`config.mk`:
```
export PLATFORM = sky130hd
export DESIGN_NAME = alu_seq
export DESIGN_NICKNAME = d
export VERILOG_FILES = /design/src/rtl/alu_seq.sv
export SDC_FILE = /design/constraint.sdc
export NUM_CORES = 1
export LEC_CHECK = 0
export ABC_AREA = 1
export BUFFER_PORTS_ARGS = -buffer_cell sky130_fd_sc_hd__buf_2
export CORE_ASPECT_RATIO = 1.75
export CORE_MARGIN = 2
export CORE_UTILIZATION = 45
export CTS_BUF_LIST = sky130_fd_sc_hd__clkbuf_8
export DETAILED_ROUTE_END_ITERATION = 10
export PLACE_DENSITY = 0.68
export SYNTH_ARGS = -nofsm -noshare
export SYNTH_HDL_FRONTEND = slang
export SYNTH_SLANG_ARGS = --single-unit
```
`constraint.sdc`:
```
create_clock -name clk -period 3.4 [get_ports clk]
set_input_delay 0.34 -clock clk [delete_from_list [all_inputs] [get_ports clk]]
set_output_delay 0.34 -clock clk [all_outputs]
set_load 0.02 [all_outputs]
```
`src/rtl/alu_seq.sv`:
```
// alu_seq: multi-cycle ALU with valid/ready handshakes on both sides.
// Single-cycle opcodes produce a result one cycle after accept; MUL runs an
// iterative shift-add over operand magnitudes and finishes WIDTH cycles later.
//
// state   | meaning
// --------+-------------------------------------------------------------
// IDLE    | no result pending, ready for a new operation
// BUSY    | multiplier iterating, one multiplier bit per cycle
// HOLD    | result registers hold an unconsumed result (out_valid = 1)
module alu_seq #(
    parameter int WIDTH = 16,
    parameter int CNT_W = $clog2(WIDTH + 1)
) (
    input  logic             clk,
    input  logic             rst_n,
    input  logic             in_valid,
    output logic             in_ready,
    input  logic [2:0]       opcode,
    input  logic [WIDTH-1:0] s0,
    input  logic [WIDTH-1:0] s1,
    output logic             out_valid,
    input  logic             out_ready,
    output logic [WIDTH-1:0] o_low,
    output logic [WIDTH-1:0] o_high,
    output logic             write_high,
    output logic             ovf,
    output logic             busy
);

    localparam logic [2:0] OP_ADD = 3'b000;
    localparam logic [2:0] OP_SUB = 3'b001;
    localparam logic [2:0] OP_MUL = 3'b010;
    localparam logic [2:0] OP_SH  = 3'b011;
    localparam logic [2:0] OP_XOR = 3'b100;
    localparam logic [2:0] OP_AND = 3'b101;
    localparam logic [2:0] OP_OR  = 3'b110;
    localparam logic [2:0] OP_NOT = 3'b111;

    // Any shift of 2*WIDTH or more pushes every bit of s0 out of the result.
    localparam logic [WIDTH-1:0] SH_LIMIT = WIDTH'(2 * WIDTH);
    localparam logic [CNT_W-1:0] CNT_LAST = CNT_W'(WIDTH - 1);

    typedef enum logic [1:0] {
        ST_IDLE = 2'd0,
        ST_BUSY = 2'd1,
        ST_HOLD = 2'd2
    } state_t;

    state_t state, state_nxt;

    logic             accept;
    logic             is_mul;
    logic             mul_last;

    logic [WIDTH-1:0]   sum, diff;
    logic [2*WIDTH-1:0] sh_full;
    logic [WIDTH-1:0]   res_low, res_high;
    logic               res_wh, res_ovf;

    // Magnitudes carry one extra bit so |most-negative| is representable.
    logic [WIDTH:0]     mag0, mag1;
    logic [WIDTH:0]     mplier;
    logic [2*WIDTH-1:0] mcand, acc, acc_nxt, prod;
    logic               mul_neg;
    logic [CNT_W-1:0]   cnt;

    assign in_ready  = (state == ST_IDLE) || ((state == ST_HOLD) && out_ready);
    assign accept    = in_valid && in_ready;
    assign is_mul    = (opcode == OP_MUL);
    assign mul_last  = (state == ST_BUSY) && (cnt == CNT_LAST);
    assign out_valid = (state == ST_HOLD);
    assign busy      = (state == ST_BUSY);

    assign mag0 = s0[WIDTH-1] ? -{s0[WIDTH-1], s0} : {1'b0, s0};
    assign mag1 = s1[WIDTH-1] ? -{s1[WIDTH-1], s1} : {1'b0, s1};

    assign acc_nxt = acc + (mplier[0] ? mcand : '0);
    assign prod    = mul_neg ? -acc_nxt : acc_nxt;

    // State register.
    always_ff @(posedge clk or negedge rst_n) begin
        if (!rst_n) begin
            state <= ST_IDLE;
        end else begin
            state <= state_nxt;
        end
    end

    // Next-state logic; a HOLD with out_ready either retires or chains a new op.
    always_comb begin
        state_nxt = state;
        case (state)
            ST_IDLE: begin
                if (accept) begin
                    state_nxt = is_mul ? ST_BUSY : ST_HOLD;
                end
            end
            ST_BUSY: begin
                if (mul_last) begin
                    state_nxt = ST_HOLD;
                end
            end
            ST_HOLD: begin
                if (out_ready) begin
                    if (accept) begin
                        state_nxt = is_mul ? ST_BUSY : ST_HOLD;
                    end else begin
                        state_nxt = ST_IDLE;
                    end
                end
            end
            default: state_nxt = ST_IDLE;
        endcase
    end

    // Single-cycle opcode results, evaluated from the live operands.
    always_comb begin
        sum      = s0 + s1;
        diff     = s0 - s1;
        sh_full  = (s1 >= SH_LIMIT) ? '0 : ({{WIDTH{1'b0}}, s0} << s1);
        res_low  = '0;
        res_high = '0;
        res_wh   = 1'b0;
        res_ovf  = 1'b0;
        case (opcode)
            OP_ADD: begin
                res_low = sum;
                res_ovf = (s0[WIDTH-1] == s1[WIDTH-1]) && (sum[WIDTH-1] != s0[WIDTH-1]);
            end
            OP_SUB: begin
                res_low = diff;
                res_ovf = (s0[WIDTH-1] != s1[WIDTH-1]) && (diff[WIDTH-1] != s0[WIDTH-1]);
            end
            OP_SH: begin
                res_low  = sh_full[WIDTH-1:0];
                res_high = sh_full[2*WIDTH-1:WIDTH];
                res_wh   = 1'b1;
            end
            OP_XOR:  res_low = s0 ^ s1;
            OP_AND:  res_low = s0 & s1;
            OP_OR:   res_low = s0 | s1;
            OP_NOT:  res_low = ~s0;
            default: res_low = '0;
        endcase
    end

    // Result registers and the shift-add multiplier datapath.
    always_ff @(posedge clk or negedge rst_n) begin
        if (!rst_n) begin
            o_low      <= '0;
            o_high     <= '0;
            write_high <= 1'b0;
            ovf        <= 1'b0;
            mcand      <= '0;
            mplier     <= '0;
            mul_neg    <= 1'b0;
            acc        <= '0;
            cnt        <= '0;
        end else if (accept && is_mul) begin
            mcand   <= {{(WIDTH-1){1'b0}}, mag0};
            mplier  <= mag1;
            mul_neg <= s0[WIDTH-1] ^ s1[WIDTH-1];
            acc     <= '0;
            cnt     <= '0;
        end else if (accept) begin
            o_low      <= res_low;
            o_high     <= res_high;
            write_high <= res_wh;
            ovf        <= res_ovf;
        end else if (state == ST_BUSY) begin
            acc    <= acc_nxt;
            mcand  <= mcand << 1;
            mplier <= mplier >> 1;
            cnt    <= cnt + CNT_W'(1);
            if (mul_last) begin
                o_low      <= prod[WIDTH-1:0];
                o_high     <= prod[2*WIDTH-1:WIDTH];
                write_high <= 1'b1;
                ovf        <= 1'b0;
            end
        end
    end

endmodule

```
# After elaboration in Yosys (flattened, before gate mapping)
# Cells that the tools add are included.
dict set report op_classes {
  addsub 7
  mul 0
  div 0
  magnitude_cmp 1
  n_eq_ne 18
  n_shift 1
  muxes 39
  bitwise 6
  reduce_logical 15
}
# op n
set ops {}
lappend ops {{$mux W32} 9}
lappend ops {{$mux W16} 7}
lappend ops {{$pmux W16 S7} 1}
lappend ops {{$mux W17} 5}
lappend ops {{$neg A17 Y17} 2}
lappend ops {{$add A32 B32 Y32} 1}
lappend ops {{$neg A32 Y32} 1}
lappend ops {{$shl A16 B16 Y32} 1}
lappend ops {{$add A16 B16 Y16} 1}
lappend ops {{$and A16 B16 Y16} 1}
lappend ops {{$ge A16 B6 Y1 const B} 1}
lappend ops {{$not A16 Y16} 1}
lappend ops {{$or A16 B16 Y16} 1}
lappend ops {{$sub A16 B16 Y16} 1}
lappend ops {{$xor A16 B16 Y16} 1}
lappend ops {{$mux W5} 3}
lappend ops {{$eq A3 B3 Y1 const B} 4}
lappend ops {{$mux W2} 5}
lappend ops {{$mux W1} 7}
lappend ops {{$eq A3 B2 Y1 const B} 2}
lappend ops {{$logic_and A1 B1 Y1} 6}
lappend ops {{$ne A2 B1 Y1 const B} 3}
lappend ops {{$pmux W2 S3} 1}
lappend ops {{$reduce_and A3 Y1} 2}
lappend ops {{16 further kinds} 20}
dict set report word_totals {
  ff_bits 123
  latch_bits 0
  ram_bits 0
  romBits 0
  in_bits 39
  output_inout_bits 37
  wordCells 97
  mem_count 0
}

# Depth between registers and ports, before layout
dict set report depth {
  word_depth 7
  depth_mapped 25
  ltp_nobuf 23
}

# Worst setup path before layout
# Ideal clock, no wire load.
dict set report synth_path {
  path_type {register to register}
  startpoint {register mplier[0]}
  endpoint {register o_low[14]}
  setup_ps 121
  arrival_time_ps 2748
  required_time_ps 3279
  setup_slack_ps 531
  stages_incl_launch_ff 20
  n_path_buf 2
  synth_period_minus_slack_ps 2869
  path_cell_list {dfrtp_1 -> clkbuf_1 -> clkbuf_1 -> nand2_1 -> inv_1 -> fa_1 -> inv_1 -> ha_1 -> inv_1 -> nor2_1 -> nand3_1 -> nor2_1 -> nand2_1 -> nor2_4 -> nand3_2 -> o21ai_0 -> xor2_1 -> nor2_1 -> nor2_1 -> a21oi_1}
}
dict set report synth_via {
  elab_chain_cells 7
}
# element line
set synth_rtl {}
lappend synth_rtl {{from (decl)} 62} ;# logic [WIDTH:0] mplier;
lappend synth_rtl {{from (signal assigned)} 161} ;# mplier <= mag1;
lappend synth_rtl {{from (signal assigned)} 173} ;# mplier <= mplier >> 1;
lappend synth_rtl {{$mux W32 (*)} 77} ;# assign acc_nxt = acc + (mplier[0] ? mcand : '0);
lappend synth_rtl {{$add A32 B32 Y32 (*)} 77}
lappend synth_rtl {{$neg A32 Y32} 78} ;# assign prod = mul_neg ? -acc_nxt : acc_nxt;
lappend synth_rtl {{$mux W32 (*)} 78}
lappend synth_rtl {{$mux W16 (*)} 175} ;# if (mul_last) begin
lappend synth_rtl {{$mux W16 (*)} 170} ;# end else if (state == ST_BUSY) begin
lappend synth_rtl {{$mux W16 (*)} 165} ;# end else if (accept) begin
lappend synth_rtl {{to (signal assigned)} 166} ;# o_low <= res_low;
lappend synth_rtl {{to (signal assigned)} 176} ;# o_low <= prod[WIDTH-1:0];
lappend synth_rtl {{to (decl)} 23} ;# output logic [WIDTH-1:0] o_low,
# Mark *: on every way between the ends. The rest lies on a longest branch, timed or not. The select of a mux whose other input is x is not followed.
# A chain may end at the register's enable or synchronous reset.

# Worst setup path in the final report
dict set report layout_path {
  startpoint {register mplier[0]}
  endpoint {register o_high[12]}
}
dict set report layout_via {
  elab_chain_cells 7
}
# element line
set layout_rtl {}
lappend layout_rtl {{$mux W32 (*)} 77}
lappend layout_rtl {{$add A32 B32 Y32 (*)} 77}
lappend layout_rtl {{$neg A32 Y32} 78}
lappend layout_rtl {{$mux W32 (*)} 78}
lappend layout_rtl {{$mux W16 (*)} 175}
lappend layout_rtl {{$mux W16 (*)} 170}
lappend layout_rtl {{$mux W16 (*)} 165}
lappend layout_rtl {{to (signal assigned)} 167} ;# o_high <= res_high;
lappend layout_rtl {{to (signal assigned)} 177} ;# o_high <= prod[2*WIDTH-1:WIDTH];
lappend layout_rtl {{to (decl)} 24} ;# output logic [WIDTH-1:0] o_high,
# Marks and branches as above.

==> qor.txt <==
DPL Wire Length: 42.2 mm
MaxCap Viol Count: 0
WL/cell: 19.6 µm
Worst slew pin tran: 792 ps
Reg2Reg Launch Point: mplier[0]$_DFFE_PN0P_
Ys flop type: dfrtp_1
Post-Synth XOR/XNOR Area: 0.00989
Largest net degree at the start of global routing: 68
Die height: 231 µm
Synth Area in Simple Gates: 0.377
Top cell type's share of synthesized area: 0.232
Die X: 134 µm
R2R depth: 21
Ports: 76
Main combinational cell family by area after synthesis: simple AND/OR/NAND/NOR gates
Via count: 15200
Crit path launch: mplier[0]$_DFFE_PN0P_
Min cycle time layout: 3190 ps
Mux contribution to synthesized area: 0.00151
Syn Area/Cell: 6.01 µm²
CP max FO: 15
Worst VDD drop: 0.282 mV
Bufs and invs on worst path: 4
DR vias/cell: 5.64
Warnings, synthesis: 0
CTS tree: done
Power after layout: 10.3 mW
Final core utilization: 0.513
# port buffers: 75
Synthesis-to-layout area growth: 12.6%
GRT Overall Usage: 0.338
Slew Limit Fails: 0
Data arrival, critical path: 3590 ps
Top-count cell post-synth: nand2_1
Final hold slack: 31.1 ps
Fillers: 3123
Final number of setup-violating endpoints: 0
Clk root buf: clkbuf_8
Startpoint Class: register
Yosys top cell by area: dfrtp_1
H-tree depth: 4
Worst hold path class: input port to register
Crit Reg-Reg Endpoint: o_high[12]$_DFFE_PN0P_
Post-Synthesis Cells: 2210
Share of cells above drive strength 1: 0.132
Top cells by area, synth: dfrtp_1 23%, nand2_1 19%, inv_1 9.4%
Most used cell, CP: nand2_2
Die area: 31000 µm²
Worst R2R Setup Slack: 210 ps
Register area share after synthesis: 0.232
Clock-pin slew on the worst setup and hold paths: 90 ps
Mapped Area: 13300 µm²
Initial Util: 0.455
Core area: 29200 µm²
Routability cong.: 0.972
DRC marker count from the first detailed-route iteration: 1199
Clock Path Buffers: 2
Leakage Power: 7.87 nW
Endpoints failing hold: 0
Synth Net Count: 2335
FMAX: 313 MHz
Worst-Skew Late Latency: 490 ps
Drt pass-1 iters: 5
Pwr/cell area: 690 nW/µm²
Post-synthesis compound-gate area fraction: 0.174
Logic depth of the worst path, buffers included: 21
Slowest cell on crit path: dfrtp_2
Vias in the first global route: 14700
Drt total wl: 52.6 mm
Top delay family on crit path: simple AND/OR/NAND/NOR gates
Num Clock Sinks: 123
Worst clock skew: 21.9 ps
Final #Nets: 2415
Adder-cell share of the synthesized area: 0.0827
Largest stage delay, worst path: 460 ps
Row cnt: 83
Fin crit share: 0.938
Post-synth ARST share: 1.00
WP data required: 3800 ps
Distinct cells, synth: 54
CP Capture Point: o_high[12]$_DFFE_PN0P_
GRT Residual Overflow: 0
Critical Path, Cell by Cell: buf_12, clkbuf_16, nand2_1, inv_1, ha_2, nand2_2, inv_2, nand3_1, nand2_2, nand2_2, nand2_2, nand2_2, nor2_4, nand2_4, nor2_4, nand2_2, nor2_4, nand3_1, nand3_1, nand3_1, a21oi_1
DRT antenna net count: 0
Rel. slew slack: 0.472
CTS Buf Count: 17
Initial antenna violation count: 1
DRC: 0
Top post-synthesis cells by count: 690 x nand2_1, 331 x inv_1, 169 x nor2_1
First-pass GRT wire length: 80.4 mm
CP Capture Type: register
EDFF count, synth: 0
Kind of critical path: register to register
#FFs+latches synth: 123
Status: finished clean
==> cells in the final DEF, fill, tap and decap left out, drive strengths merged, types with 33 or more instances in the layout <==
cell type / Yosys / layout
nand2: 720 / 720
dfrtp: 123 / 123
a21oi: 122 / 122
buf: 23 / 140
ha: 83 / 83
nand3: 172 / 172
o22ai: 33 / 33
nor2: 197 / 197
inv: 345 / 354
o21ai: 139 / 139
==> stage by stage <==
step / setup WS, ps / TNS [ps] / cell area [µm²] / std cells
3_3_place_gp: 102 / 0 / 14300 / 2648
5_1_grt: -8.56 / -15.8 / 15000 / 2686
3_5_place_dp: 142 / 0 / 14300 / 2648
2_1_floorplan: 531 / 0 / 13300 / 2210
6_report: 210 / 0 / 15000 / 2686
4_1_cts: 104 / 0 / 14700 / 2681
==> cell families (layout without fill, tap and decap cells) <==
| family | after synthesis | after routing |
|---|---|---|
| adder cells (fa/ha/maj) | 86 | 86 |
| multiplexers | 2 | 2 |
| AO/OA/AOI/OAI | 395 | 395 |
| buffers and inverters | 427 | 520 |
| flip-flops | 123 | 123 |
| other | 0 | 1 |
| XOR/XNOR | 15 | 15 |
| AND/OR/NAND/NOR | 1162 | 1162 |
==> sequential cells by signal, summed over array words and instances, names as in the netlist <==
signal	flops
acc	32
cnt	5
mcand	32
mplier	17
mul_neg	1
o_high	16
o_low	16
ovf	1
state	2
write_high	1
==> area by class of cell <==
class                           count  area, µm²  area share
Clock buffer                       17        234      0.0156
Tap cell                          382        478      0.0320
Inverter                          346       1300      0.0868
Timing Repair Buffer              142        951      0.0636
Antenna cell                        1       2.50    0.000167
Clock inverter                     15        130     0.00870
Multi-Input combinational cell   1660       8780       0.587
Sequential cell                   123       3080       0.206
==> repair_timing <==
action	in CTS	in global routing
hold buffers	1	0
setup buffers	0	3
hold endpoints to repair	56	0
endpoints found under the setup margin	0	17
resized for setup	0	51
==> layer usage <==
metal | part of all wire | GRT usage | vias to the layer above
met5 | 0 | 0 | -
met4 | 0.11 | 0.304 | 0
met3 | 0.050 | 0.0402 | 240
met2 | 0.50 | 0.612 | 601
met1 | 0.34 | 0.333 | 6971
li1 | - | - | 7342
==> where the power goes <==
group | total, mW | leakage [nW] | switching, mW | internal [mW]
sequential | 2.64 | 1.57 | 0.532 | 2.11
combinational | 6.42 | 6.13 | 4.27 | 2.15
clock | 1.26 | 0.171 | 0.734 | 0.528
==> how the worst min path moves through the flow <==
stage / from / end / slack [ps] / depth (start not counted)
after detailed placement: rst_n / mplier[16]$_DFFE_PN0P_ / 470 / 1
after CTS: out_ready / state[1]$_DFFE_PN0P_ / 10 / 2
after global placement: rst_n / mplier[12]$_DFFE_PN0P_ / 460 / 1
final: out_ready / state[1]$_DFFE_PN0P_ / 30 / 2
after global routing: out_ready / state[1]$_DFFE_PN0P_ / 30 / 2
after floorplan: rst_n / acc[0]$_DFFE_PN0P_ / 40 / 0
(Power assumes the default switching activity.)
